==> config.mk <==
export PLATFORM = sky130hd
export DESIGN_NAME = register_bank_flat
export DESIGN_NICKNAME = d
export VERILOG_FILES = /design/src/rtl/register_bank_if.sv /design/src/rtl/register_bank.sv /design/src/flat_wrapper.sv
export SDC_FILE = /design/constraint.sdc
export NUM_CORES = 1
export LEC_CHECK = 0
export CAP_MARGIN = 20
export CELL_PAD_IN_SITES_DETAIL_PLACEMENT = 1
export CELL_PAD_IN_SITES_GLOBAL_PLACEMENT = 2
export CORE_MARGIN = 2
export CORE_UTILIZATION = 33
export DETAILED_ROUTE_END_ITERATION = 10
export PLACE_DENSITY_LB_ADDON = 0.1
export SYNTH_ARGS = -nofsm -noshare
export SYNTH_HDL_FRONTEND = slang
export SYNTH_SLANG_ARGS = --single-unit
==> constraint.sdc <==
create_clock -name clk -period 6.8 [get_ports clk]
set_clock_uncertainty 0.2 [all_clocks]
set_input_delay 2.04 -clock clk [delete_from_list [all_inputs] [get_ports clk]]
set_output_delay 2.04 -clock clk [all_outputs]
set_load 0.02 [all_outputs]
==> src/rtl/register_bank_if.sv <==
// Bus bundle for register_bank: one write port, two enable-gated read ports and a monitor port.
// The master drives requests and addresses; the slave (the bank) returns data and the wrap flag.
interface register_bank_if #(
    parameter int unsigned WIDTH = 8,
    parameter int unsigned DEPTH = 8
);
    localparam int unsigned AW = (DEPTH > 1) ? $clog2(DEPTH) : 1;

    logic             wr_en;
    logic [1:0]       wr_op;
    logic [AW-1:0]    wr_addr;
    logic [WIDTH-1:0] wr_data;

    logic             rd_en_a;
    logic [AW-1:0]    rd_addr_a;
    logic [WIDTH-1:0] rd_data_a;

    logic             rd_en_b;
    logic [AW-1:0]    rd_addr_b;
    logic [WIDTH-1:0] rd_data_b;

    logic [AW-1:0]    mon_addr;
    logic [WIDTH-1:0] mon_data;

    logic             wr_wrap;

    modport master (
        output wr_en, wr_op, wr_addr, wr_data,
        output rd_en_a, rd_addr_a, rd_en_b, rd_addr_b, mon_addr,
        input  rd_data_a, rd_data_b, mon_data, wr_wrap
    );

    modport slave (
        input  wr_en, wr_op, wr_addr, wr_data,
        input  rd_en_a, rd_addr_a, rd_en_b, rd_addr_b, mon_addr,
        output rd_data_a, rd_data_b, mon_data, wr_wrap
    );
endinterface

==> src/rtl/register_bank.sv <==
// Small register file / counter bank: one write port (load/inc/dec/clear), two gated read
// ports and an ungated monitor port, with optional forwarding of the in-flight write.
module register_bank #(
    parameter int unsigned      WIDTH       = 8,
    parameter int unsigned      DEPTH       = 8,
    parameter bit               BYPASS      = 1'b1,
    parameter logic [WIDTH-1:0] RESET_VALUE = '0
) (
    input  logic           clk,
    input  logic           rst,
    register_bank_if.slave bus
);
    localparam int unsigned   AW      = (DEPTH > 1) ? $clog2(DEPTH) : 1;
    localparam int unsigned   NPORTS  = 3;
    // DEPTH always fits in AW+1 bits, so the range check needs one extra bit only.
    localparam logic [AW:0]   DEPTH_W = DEPTH[AW:0];

    localparam logic [1:0] OP_LOAD = 2'b00;
    localparam logic [1:0] OP_INC  = 2'b01;
    localparam logic [1:0] OP_DEC  = 2'b10;
    localparam logic [1:0] OP_CLR  = 2'b11;

    typedef logic [WIDTH-1:0] word_t;

    word_t         mem_q [DEPTH];
    word_t         mem_d [DEPTH];
    logic          wrap_q;
    logic          wrap_d;

    logic          wr_valid;
    word_t         wr_cur;
    word_t         wr_next;

    logic [AW-1:0] port_addr [NPORTS];
    logic          port_en   [NPORTS];
    word_t         port_val  [NPORTS];

    // Write port: next value of the addressed entry and the wrap flag.
    always_comb begin
        wr_valid = bus.wr_en && ({1'b0, bus.wr_addr} < DEPTH_W);

        wr_cur = '0;
        for (int i = 0; i < int'(DEPTH); i++) begin
            if (bus.wr_addr == AW'(i)) begin
                wr_cur = mem_q[i];
            end
        end

        wr_next = wr_cur;
        unique case (bus.wr_op)
            OP_LOAD: wr_next = bus.wr_data;
            OP_INC:  wr_next = wr_cur + word_t'(1);
            OP_DEC:  wr_next = wr_cur - word_t'(1);
            OP_CLR:  wr_next = '0;
        endcase

        wrap_d = wr_valid &&
                 (((bus.wr_op == OP_INC) && (&wr_cur)) ||
                  ((bus.wr_op == OP_DEC) && (wr_cur == '0)));

        for (int i = 0; i < int'(DEPTH); i++) begin
            mem_d[i] = mem_q[i];
            if (wr_valid && (bus.wr_addr == AW'(i))) begin
                mem_d[i] = wr_next;
            end
        end
    end

    always_ff @(posedge clk or posedge rst) begin
        if (rst) begin
            for (int i = 0; i < int'(DEPTH); i++) begin
                mem_q[i] <= RESET_VALUE;
            end
            wrap_q <= 1'b0;
        end else begin
            for (int i = 0; i < int'(DEPTH); i++) begin
                mem_q[i] <= mem_d[i];
            end
            wrap_q <= wrap_d;
        end
    end

    // Read side: port 0 = A, 1 = B, 2 = monitor (always enabled).
    always_comb begin
        port_addr[0] = bus.rd_addr_a;
        port_addr[1] = bus.rd_addr_b;
        port_addr[2] = bus.mon_addr;
        port_en[0]   = bus.rd_en_a;
        port_en[1]   = bus.rd_en_b;
        port_en[2]   = 1'b1;

        for (int p = 0; p < int'(NPORTS); p++) begin
            port_val[p] = '0;
            for (int i = 0; i < int'(DEPTH); i++) begin
                if (port_addr[p] == AW'(i)) begin
                    port_val[p] = mem_q[i];
                end
            end
            // wr_valid implies an in-range address, so forwarding never hits a missing entry.
            if (BYPASS && wr_valid && (port_addr[p] == bus.wr_addr)) begin
                port_val[p] = wr_next;
            end
            if (!port_en[p]) begin
                port_val[p] = '0;
            end
        end
    end

    assign bus.rd_data_a = port_val[0];
    assign bus.rd_data_b = port_val[1];
    assign bus.mon_data  = port_val[2];
    assign bus.wr_wrap   = wrap_q;
endmodule

==> src/flat_wrapper.sv <==
// flat-port wrapper written by rule: the top's interface ports become plain ports
module register_bank_flat 
#(
    parameter int unsigned      WIDTH       = 8,
    parameter int unsigned      DEPTH       = 8,
    parameter bit               BYPASS      = 1'b1,
    parameter logic [WIDTH-1:0] RESET_VALUE = '0
)
  (clk, rst, bus_wr_en, bus_wr_op, bus_wr_addr, bus_wr_data, bus_rd_en_a, bus_rd_addr_a, bus_rd_en_b, bus_rd_addr_b, bus_mon_addr, bus_rd_data_a, bus_rd_data_b, bus_mon_data, bus_wr_wrap);
  register_bank_if #(.WIDTH(WIDTH), .DEPTH(DEPTH)) bus_i ();
  input  logic clk;
  input  logic rst;
  input wire logic [$bits(bus_i.wr_en)-1:0] bus_wr_en;
  input wire logic [$bits(bus_i.wr_op)-1:0] bus_wr_op;
  input wire logic [$bits(bus_i.wr_addr)-1:0] bus_wr_addr;
  input wire logic [$bits(bus_i.wr_data)-1:0] bus_wr_data;
  input wire logic [$bits(bus_i.rd_en_a)-1:0] bus_rd_en_a;
  input wire logic [$bits(bus_i.rd_addr_a)-1:0] bus_rd_addr_a;
  input wire logic [$bits(bus_i.rd_en_b)-1:0] bus_rd_en_b;
  input wire logic [$bits(bus_i.rd_addr_b)-1:0] bus_rd_addr_b;
  input wire logic [$bits(bus_i.mon_addr)-1:0] bus_mon_addr;
  output wire logic [$bits(bus_i.rd_data_a)-1:0] bus_rd_data_a;
  output wire logic [$bits(bus_i.rd_data_b)-1:0] bus_rd_data_b;
  output wire logic [$bits(bus_i.mon_data)-1:0] bus_mon_data;
  output wire logic [$bits(bus_i.wr_wrap)-1:0] bus_wr_wrap;
  assign bus_i.wr_en = bus_wr_en;
  assign bus_i.wr_op = bus_wr_op;
  assign bus_i.wr_addr = bus_wr_addr;
  assign bus_i.wr_data = bus_wr_data;
  assign bus_i.rd_en_a = bus_rd_en_a;
  assign bus_i.rd_addr_a = bus_rd_addr_a;
  assign bus_i.rd_en_b = bus_rd_en_b;
  assign bus_i.rd_addr_b = bus_rd_addr_b;
  assign bus_i.mon_addr = bus_mon_addr;
  assign bus_rd_data_a = bus_i.rd_data_a;
  assign bus_rd_data_b = bus_i.rd_data_b;
  assign bus_mon_data = bus_i.mon_data;
  assign bus_wr_wrap = bus_i.wr_wrap;
  register_bank #(.WIDTH(WIDTH), .DEPTH(DEPTH), .BYPASS(BYPASS), .RESET_VALUE(RESET_VALUE)) u_core (.clk(clk), .rst(rst), .bus(bus_i));
endmodule
======== After elaboration in Yosys (flattened, before gate mapping) ========
Index checks and enable logic that the tools add are counted.
storage, ports and cells
  register bits after elaboration ......... 65
  word-level logic and storage cells ...... 105
  output and inout port bits .............. 25
  bits of input ports ..................... 27
cells by class
  muxes and demuxes ....................... 38
  reduce and logical (&&, ||, !) cells .... 22
  equality and inequality tests ........... 34
  $add $sub $neg .......................... 2
operator list
  kind                   count
  $mux W8                37
  $eq A3 B3 Y1 const B   16
  $pmux W8 S4            1
  $eq A3 B2 Y1 const B   8
  $logic_and A1 B1 Y1    14
  $eq A3 B1 Y1 const B   4
  $logic_not A3 Y1       4
  $eq A3 B3 Y1           3
  $add A8 B1 Y8 const B  1
  $logic_not A8 Y1       1
  $reduce_and A8 Y1      1
  $sub A8 B1 Y8 const B  1
  $eq A2 B2 Y1 const B   2
  $eq A2 B1 Y1 const B   1
  $logic_not A2 Y1       1
  $logic_or A1 B1 Y1     1

======== Longest topological paths before layout ========
  depth in word-level cells ............... 13
  mapped depth ............................ 15
  gate-level depth less buffers ........... 11

======== Worst setup path after synthesis ========
No wires, ideal clock.
  path type ............................... input port to output port
  start ................................... input port bus_wr_addr[0]
  end ..................................... output port bus_rd_data_a[5]
  setup slack ............................. -256 ps
  required time ........................... 4,560 ps
  cell stages on the path ................. 13
  arrival time ............................ 4,816 ps
  cells stage by stage .................... buf_2 > buf_2 > mux2_2 > a22oi_1 > o211ai_1 > and2_1 > ha_1 > a21oi_1 > o21a_1 > o21ai_0 > or3_1 > and2_1 > o311a_1
on the way
  longest elaborated chain between the ends .. 13
RTL lines
  what                                            line                                      text
  start: declaration                              flat_wrapper.sv:15                        input wire logic [$bits(bus_i.wr_addr)-1:0] bus_wr_addr;
  $logic_not A3 Y1                                register_bank.sv:44                       if (bus.wr_addr == AW'(i)) begin
  $mux W8 (8 in series)                           register_bank.sv:44
  $sub A8 B1 Y8 or $add A8 B1 Y8 (tied branches)  register_bank.sv:53, register_bank.sv:52
  $pmux W8 S4                                     register_bank.sv:50                       unique case (bus.wr_op)
  $mux W8 (*)                                     register_bank.sv:100                      if (BYPASS && wr_valid && (port_addr[p] == bus.wr_addr)) begin
  $mux W8 (*)                                     register_bank.sv:103                      if (!port_en[p]) begin
  end: declaration                                flat_wrapper.sv:22                        output wire logic [$bits(bus_i.rd_data_a)-1:0] bus_rd_data_a;
Mark *: on every way between the ends. The rest lies on a longest branch, timed or not.

======== Final worst setup path ========
  start ................................... input port bus_wr_addr[2]
  end ..................................... output port bus_mon_data[4]
on the way
  longest elaborated chain between the ends .. 12
RTL lines
  what                                            line                                      text
  $logic_not A3 Y1                                register_bank.sv:44
  $mux W8 (8 in series)                           register_bank.sv:44
  $sub A8 B1 Y8 or $add A8 B1 Y8 (tied branches)  register_bank.sv:53, register_bank.sv:52
  $pmux W8 S4                                     register_bank.sv:50
  $mux W8 (*)                                     register_bank.sv:100
  end: declaration                                flat_wrapper.sv:24                        output wire logic [$bits(bus_i.mon_data)-1:0] bus_mon_data;
Marks and branches as above.

==> results.py <==
metrics = {
    "run_status": {
        "outcome": "finished, violations left",
        "violations": "setup timing",
    },
    "clock_network": {
        "clock_latency_ps": 360,
        "clk_pin_slew_ps": 60,
        "numCtsBuffers": 9,
        "htreeDepth": 3,
        "cts_sinks": 65,
        "clock-root-buffer": "clkbuf_16",
        "cts_tree": "yes",
        "hold_buffers": 0,
        "clockBufferDepth": 2,
    },
    "pwr": {
        "peakVddDrop_mv": 0.171,
        "p_leak_nw": 4.06,
        "finalPower_mw": 2.40,
        "power_density_mw_per_mm2": 260,
    },
    "sta": {
        "finalSetupViolCount": 18,
        "hold_violations": 0,
        "slew_violations": 0,
        "worst_slew_pin_slew_ps": 1160,
        "rsz0062_at_grt": "yes",
        "maxSlewHeadroom": 0.226,
        "fin_ws_ps": -368,
        "fin_crit_ps": 7170,
        "finalCritPeriodShare": 1.05,
        "max_freq_mhz": 140,
    },
    "logic_synthesis": {
        "synth-async-reset-ratio": 1.00,
        "syn-instance-count": 668,
        "synthXorXnorAreaFrac": 0.0182,
        "synthesis.nets": 705,
        "syn_area_mm2": 0.00576,
        "synth_largest_area_cell": "dfrtp_1",
        "synth_edf_count": 0,
        "yosys.area_share.simple": 0.184,
        "synthAdderAreaFrac": 0.0230,
        "synth_top_family_by_area": "compound AO/OA/AOI/OAI gates",
        "syn_avg_cell_area_um2": 8.62,
        "yosysMostFrequentCell": "nand2_1",
        "synth_area_leaders": "dfrtp_1 28%, mux4_2 13%, a21oi_1 5.4%",
        "ys_top_cells_by_count": "79 x nand2_1, 65 x dfrtp_1, 62 x a21oi_1, 61 x nor2_1, 55 x o21ai_0",
        "ys_warn_count": 0,
        "ys_types": 70,
        "ys_seq_elements": 65,
        "synth_compound_area_frac": 0.225,
        "synthMuxAreaShare": 0.209,
        "yosys.area.top_type_share": 0.282,
        "ys_seq_area_frac": 0.282,
        "synthFlopType": "dfrtp_1",
    },
    "detailed_routing": {
        "drt_pass1_iterations": 5,
        "antenna_left": 0,
        "wl_met2_mm": 15.2,
        "via_per_inst": 6.09,
        "wl_per_cell_um": 27.4,
        "highest_layer": "met4",
        "wl_mm": 31.4,
        "drtIter0Drc": 574,
        "drcViolationCount": 0,
        "wl_met3_mm": 1.90,
        "vias": 6959,
        "wl_met1_mm": 12.2,
    },
    "finish": {
        "final_cell_area_mm2": 0.00923,
        "syn_to_final_growth_pct": 60.1,
        "final_cell_count_no_fill": 1143,
        "nets": 950,
        "nFillCells": 1955,
        "antenna_cells": 0,
        "layout-drive-gt1-share": 0.452,
    },
    "grt": {
        "grt_first_pass_wirelength_mm": 45.2,
        "overflow": 0,
        "grt_max_degree": 66,
        "grt_pass1_vias": 7232,
        "antenna_found_initial": 0,
        "grtUsageTotal": 0.338,
    },
    "setup_path": {
        "arrival_ps": 4930,
        "worstPathMaxFanout": 6,
        "critPathKind": "in -> out",
        "required_ps": 4560,
        "cp-start-kind": "primary input",
        "end_kind": "output pin",
    },
    "place": {
        "gp_congestion": 0.897,
        "placed_cell_area_mm2": 0.00736,
        "dpl.cell_count": 1001,
        "portBuffers": 51,
        "dp_hpwl_mm": 18.5,
    },
    "die": {
        "io_pins": 52,
        "dieWidth_um": 136,
        "core_mm2": 0.0172,
        "start_util": 0.335,
        "die_h_um": 136,
        "die_area_mm2": 0.0185,
        "rows": 48,
    },
    "flow_run": {
        "maxCapViolations": 0,
    },
    "hold_path": {
        "hold_class": "reg -> reg",
    },
}
-- per-layer routing --
| layer | track usage | up-vias |
|---|---|---|
| li1 | - | 2984 |
| met2 | 0.568 | 345 |
| met4 | 0.200 | 0 |
| met3 | 0.0511 | 129 |
| met5 | 0 | - |
| met1 | 0.408 | 3501 |
-- layout make-up --
class / count / area [um^2] / area share
Multi-Input combinational cell: 527 / 4340 / 0.471
Tap cell: 225 / 282 / 0.0305
Timing Repair Buffer: 291 / 2600 / 0.282
Clock inverter: 7 / 76.3 / 0.00827
Sequential cell: 65 / 1630 / 0.176
Clock buffer: 9 / 225 / 0.0244
Inverter: 19 / 72.6 / 0.00787
-- kinds of logic (layout without fill, tap and decap cells) --
logic type                 count (synthesis)  count (layout)
AOI/OAI and AO/OA                        205             205
xor gates and xnor gates                  12              12
adders and majority gates                 10              10
buffers and inverters                     76             326
DFF                                       65              65
muxes                                     77              77
and+or+nand+nor                          223             223
-- timing repair --
item / in CTS / in global routing
setup endpoints to repair: 24 / 22
cloned: 2 / 1
gates resized for setup: 137 / 119
pin swaps: 24 / 38
setup buffers: 108 / 23
-- critical path: stages --
cell	delay, ps
buf_12	120
buf_12	140
buf_8	130
inv_1	150
a21oi_1	180
o31a_1	360
fa_2	430
a21o_1	200
a21oi_4	230
xnor2_2	150
a22o_1	220
buf_6	120
buf_6	80
nor2_2	30
a31oi_2	160
buf_4	170
-- through the flow --
| stage | setup slack (ps) | setup TNS, ps | util | hold slack (ps) |
|---|---|---|---|---|
| floorplan | -12.3 | -44.7 | - | 291 |
| global placement | -1160 | -20640 | 0.429 | 357 |
| detailed placement | -1200 | -21370 | 0.429 | 362 |
| CTS | -231 | -1930 | 0.505 | 376 |
| global route | -379 | -5170 | 0.537 | 411 |
| finish | -368 | -4700 | 0.537 | 386 |
-- power by group --
part           internal, mW  total [mW]  switching (mW)
sequential            0.484       0.664           0.179
combinational         0.656        1.24           0.584
clock                 0.287       0.494           0.207
-- state kept, by name (all words and copies together), names as in the netlist --
| name | count |
|---|---|
| u_core.mem_q | 64 |
| u_core.bus.wr_wrap | 1 |
-- worst paths after layout --
kind / start / endpoint / slack, ps / cells after the start
min in group asynchronous: rst / u_core.mem_q[18] / 2080 / 3
hold / removal: u_core.mem_q[32] / u_core.mem_q[32] / 390 / 2
hold reg to reg: u_core.mem_q[32] / u_core.mem_q[32] / 390 / 2
setup reg to reg: u_core.mem_q[10] / u_core.bus.wr_wrap / 1170 / 35
setup / recovery: bus_wr_addr[2] / bus_mon_data[4] / -370 / 16
max in group asynchronous: rst / u_core.mem_q[63] / 3740 / 3
-- placed cells by master, fill, tap and decap left out, drive strengths merged, types with 7 or more instances in the layout --
cell type,n
o22ai,7
dfrtp,65
mux2i,29
a22oi,13
buf,262
nand2,79
nand2b,9
nor2b,9
o211ai,7
nand4,7
a21oi,62
xnor2,11
nor2,61
nor3,9
clkdlybuf4s50,24
o21ai,55
and3,7
and2,10
mux4,33
clkbuf,11
inv,21
ha,9
mux2,15
nand3,13
Note: power is estimated with default switching activity, not from simulation.
==> RTL edit: new RTL, same settings <==
`WIDTH` is set to 8 in 3 places; all go to 7.
--- a/src/rtl/register_bank_if.sv
+++ b/src/rtl/register_bank_if.sv
@@ -1,7 +1,7 @@
 // Bus bundle for register_bank: one write port, two enable-gated read ports and a monitor port.
 // The master drives requests and addresses; the slave (the bank) returns data and the wrap flag.
 interface register_bank_if #(
-    parameter int unsigned WIDTH = 8,
+    parameter int unsigned WIDTH = 7,
     parameter int unsigned DEPTH = 8
 );
     localparam int unsigned AW = (DEPTH > 1) ? $clog2(DEPTH) : 1;
--- a/src/rtl/register_bank.sv
+++ b/src/rtl/register_bank.sv
@@ -1,7 +1,7 @@
 // Small register file / counter bank: one write port (load/inc/dec/clear), two gated read
 // ports and an ungated monitor port, with optional forwarding of the in-flight write.
 module register_bank #(
-    parameter int unsigned      WIDTH       = 8,
+    parameter int unsigned      WIDTH       = 7,
     parameter int unsigned      DEPTH       = 8,
     parameter bit               BYPASS      = 1'b1,
     parameter logic [WIDTH-1:0] RESET_VALUE = '0
--- a/src/flat_wrapper.sv
+++ b/src/flat_wrapper.sv
@@ -1,7 +1,7 @@
 // flat-port wrapper written by rule: the top's interface ports become plain ports
 module register_bank_flat 
 #(
-    parameter int unsigned      WIDTH       = 8,
+    parameter int unsigned      WIDTH       = 7,
     parameter int unsigned      DEPTH       = 8,
     parameter bit               BYPASS      = 1'b1,
     parameter logic [WIDTH-1:0] RESET_VALUE = '0
Interface: changed (resized bus_mon_data, bus_rd_data_a, bus_rd_data_b and bus_wr_data); port bits go from 52 to 48. The function was not compared with the original's and may differ.
==> RTL edit against the original RTL <==
The run still ends with setup timing left. Sequential share of layout area up 3.2 points. Worst setup slack better by 0.24 ns. Maximum frequency up 3.4%. Sequential cell count down 8. Wire length down 31%. Non-clock buffer count down 132. Synthesized area down 16%. Power down 23%. Design area down 26%. Critical path type unchanged. Largest cell class unchanged.
==> RTL edit: results (changes against the original RTL) <==
| Metric | Value |
|---|---|
| Met2 Use GR | `44.8% (-12 points)` |
| Failing checks | `setup timing` |
| M1 GR Usage | `36.4% (-4.4 points)` |
| Met2 wire len | `10200 um (-33%)` |
| HPWL after DPL | `16200 um (-12%)` |
| Tightest hold margin | `0.377 ns (-0.00824 ns)` |
| M3 GR Usage | `5.13% (+0.027 points)` |
| RR Startpoint | `u_core.mem_q[1]$_DFFE_PP0P_` |
| R2R cell count | `11 (-69%)` |
| Hold_sp | `u_core.mem_q[18]$_DFFE_PP0P_` |
| Multi-input logic area | `3430 sq um (-21%)` |
| Leak pwr | `2.89 nW (-29%)` |
| Sequential-to-total area share from yosys stat | `29.4% (+1.1 points)` |
| R2R Setup Slk | `3.48 ns (+2.31 ns)` |
| Psw | `0.727 mW (-25%)` |
| Worst Slack Setup Final | `-0.131 ns (+0.237 ns)` |
| WL met3 | `1160 um (-39%)` |
| DRT Pass-1 Iters | `4 (-1)` |
| Share of cells above drive strength 1 | `34.1% (-11 points)` |
| Status | `finished with violations` |
| Mapped Nets | `588 (-17%)` |
| Setup Buffers After CTS | `5 (-95%)` |
| Final setup violation count | `6 (-12)` |
| Synth Register Bits | `57 (-12%)` |
| Vias post-DR | `5152 (-26%)` |
| Signal buffers | `159 (-45%)` |
| VDD IR-drop max | `0.000116 V (-32%)` |
| Worst slew margin | `44.7% (+22 points)` |
| Seq/total area | `20.9% (+3.2 points)` |
| I/O Buffers | `47 (-7.8%)` |
| Data buffer area share | `20.5% (-7.7 points)` |
| Worst Hold Endpoint | `u_core.mem_q[18]$_DFFE_PP0P_` |
| Global Route Usage Sum | `27.9% (-5.9 points)` |
| Nets | `713 (-25%)` |
| Multi-In Gates | `437 (-17%)` |
| Number of global-route vias before repair | `5369 (-26%)` |
| Fillers | `1671 (-15%)` |
-- RTL edit: cell types whose count changed in the layout (fill, tap and decap cells not counted), moves of 9 or more --
cell / change
a21oi_1: -16
buf_4: -106
buf_6: -24
nand2_1: -9
o21ai_0: -14
o21ai_1: +21
-- RTL edit: worst max-delay path, stage by stage --
cell,delay [ns]
buf_12,0.10
mux4_2,0.51
mux2_4,0.30
fa_2,0.40
a211oi_2,0.25
o21bai_1,0.13
a21oi_2,0.15
xnor3_1,0.25
a22oi_2,0.15
buf_6,0.17
a211oi_2,0.07
buf_4,0.17
-- RTL edit: logic make-up after synthesis --
logic type               count (synthesis)  synth area share, %
AO/OA/AOI/OAI                          171                 21.9
AND/OR/NAND/NOR                        177                 16.4
XOR/XNOR                                13                 2.63
adder cells (fa/ha/maj)                  9                 2.47
buffers and inverters                   59                 5.43
multiplexers                            67                 21.8
flip-flops                              57                 29.4
-- RTL edit: power groups by stage --
stage / sequential, mW / combinational [mW] / clock, mW
floorplan: 0.504 / 0.479 / 0
global placement: 0.576 / 0.731 / 0
detailed placement: 0.577 / 0.750 / 0
CTS: 0.572 / 0.764 / 0.470
global route: 0.592 / 0.875 / 0.483
finish: 0.582 / 0.810 / 0.462
-- RTL edit: stage by stage --
step / TNS [ns] / instances / area (sq um) / util (%) / setup slack [ns]
2_1_floorplan: -0.0462 / 553 / 4920 / - / -0.0462
3_3_place_gp: -14.67 / 834 / 6180 / 42.7 / -0.955
3_5_place_dp: -15.98 / 834 / 6180 / 42.7 / -1.05
4_1_cts: -0.493 / 855 / 6560 / 45.3 / -0.116
5_1_grt: -0.950 / 867 / 6840 / 47.2 / -0.231
6_report: -0.392 / 867 / 6840 / 47.2 / -0.131
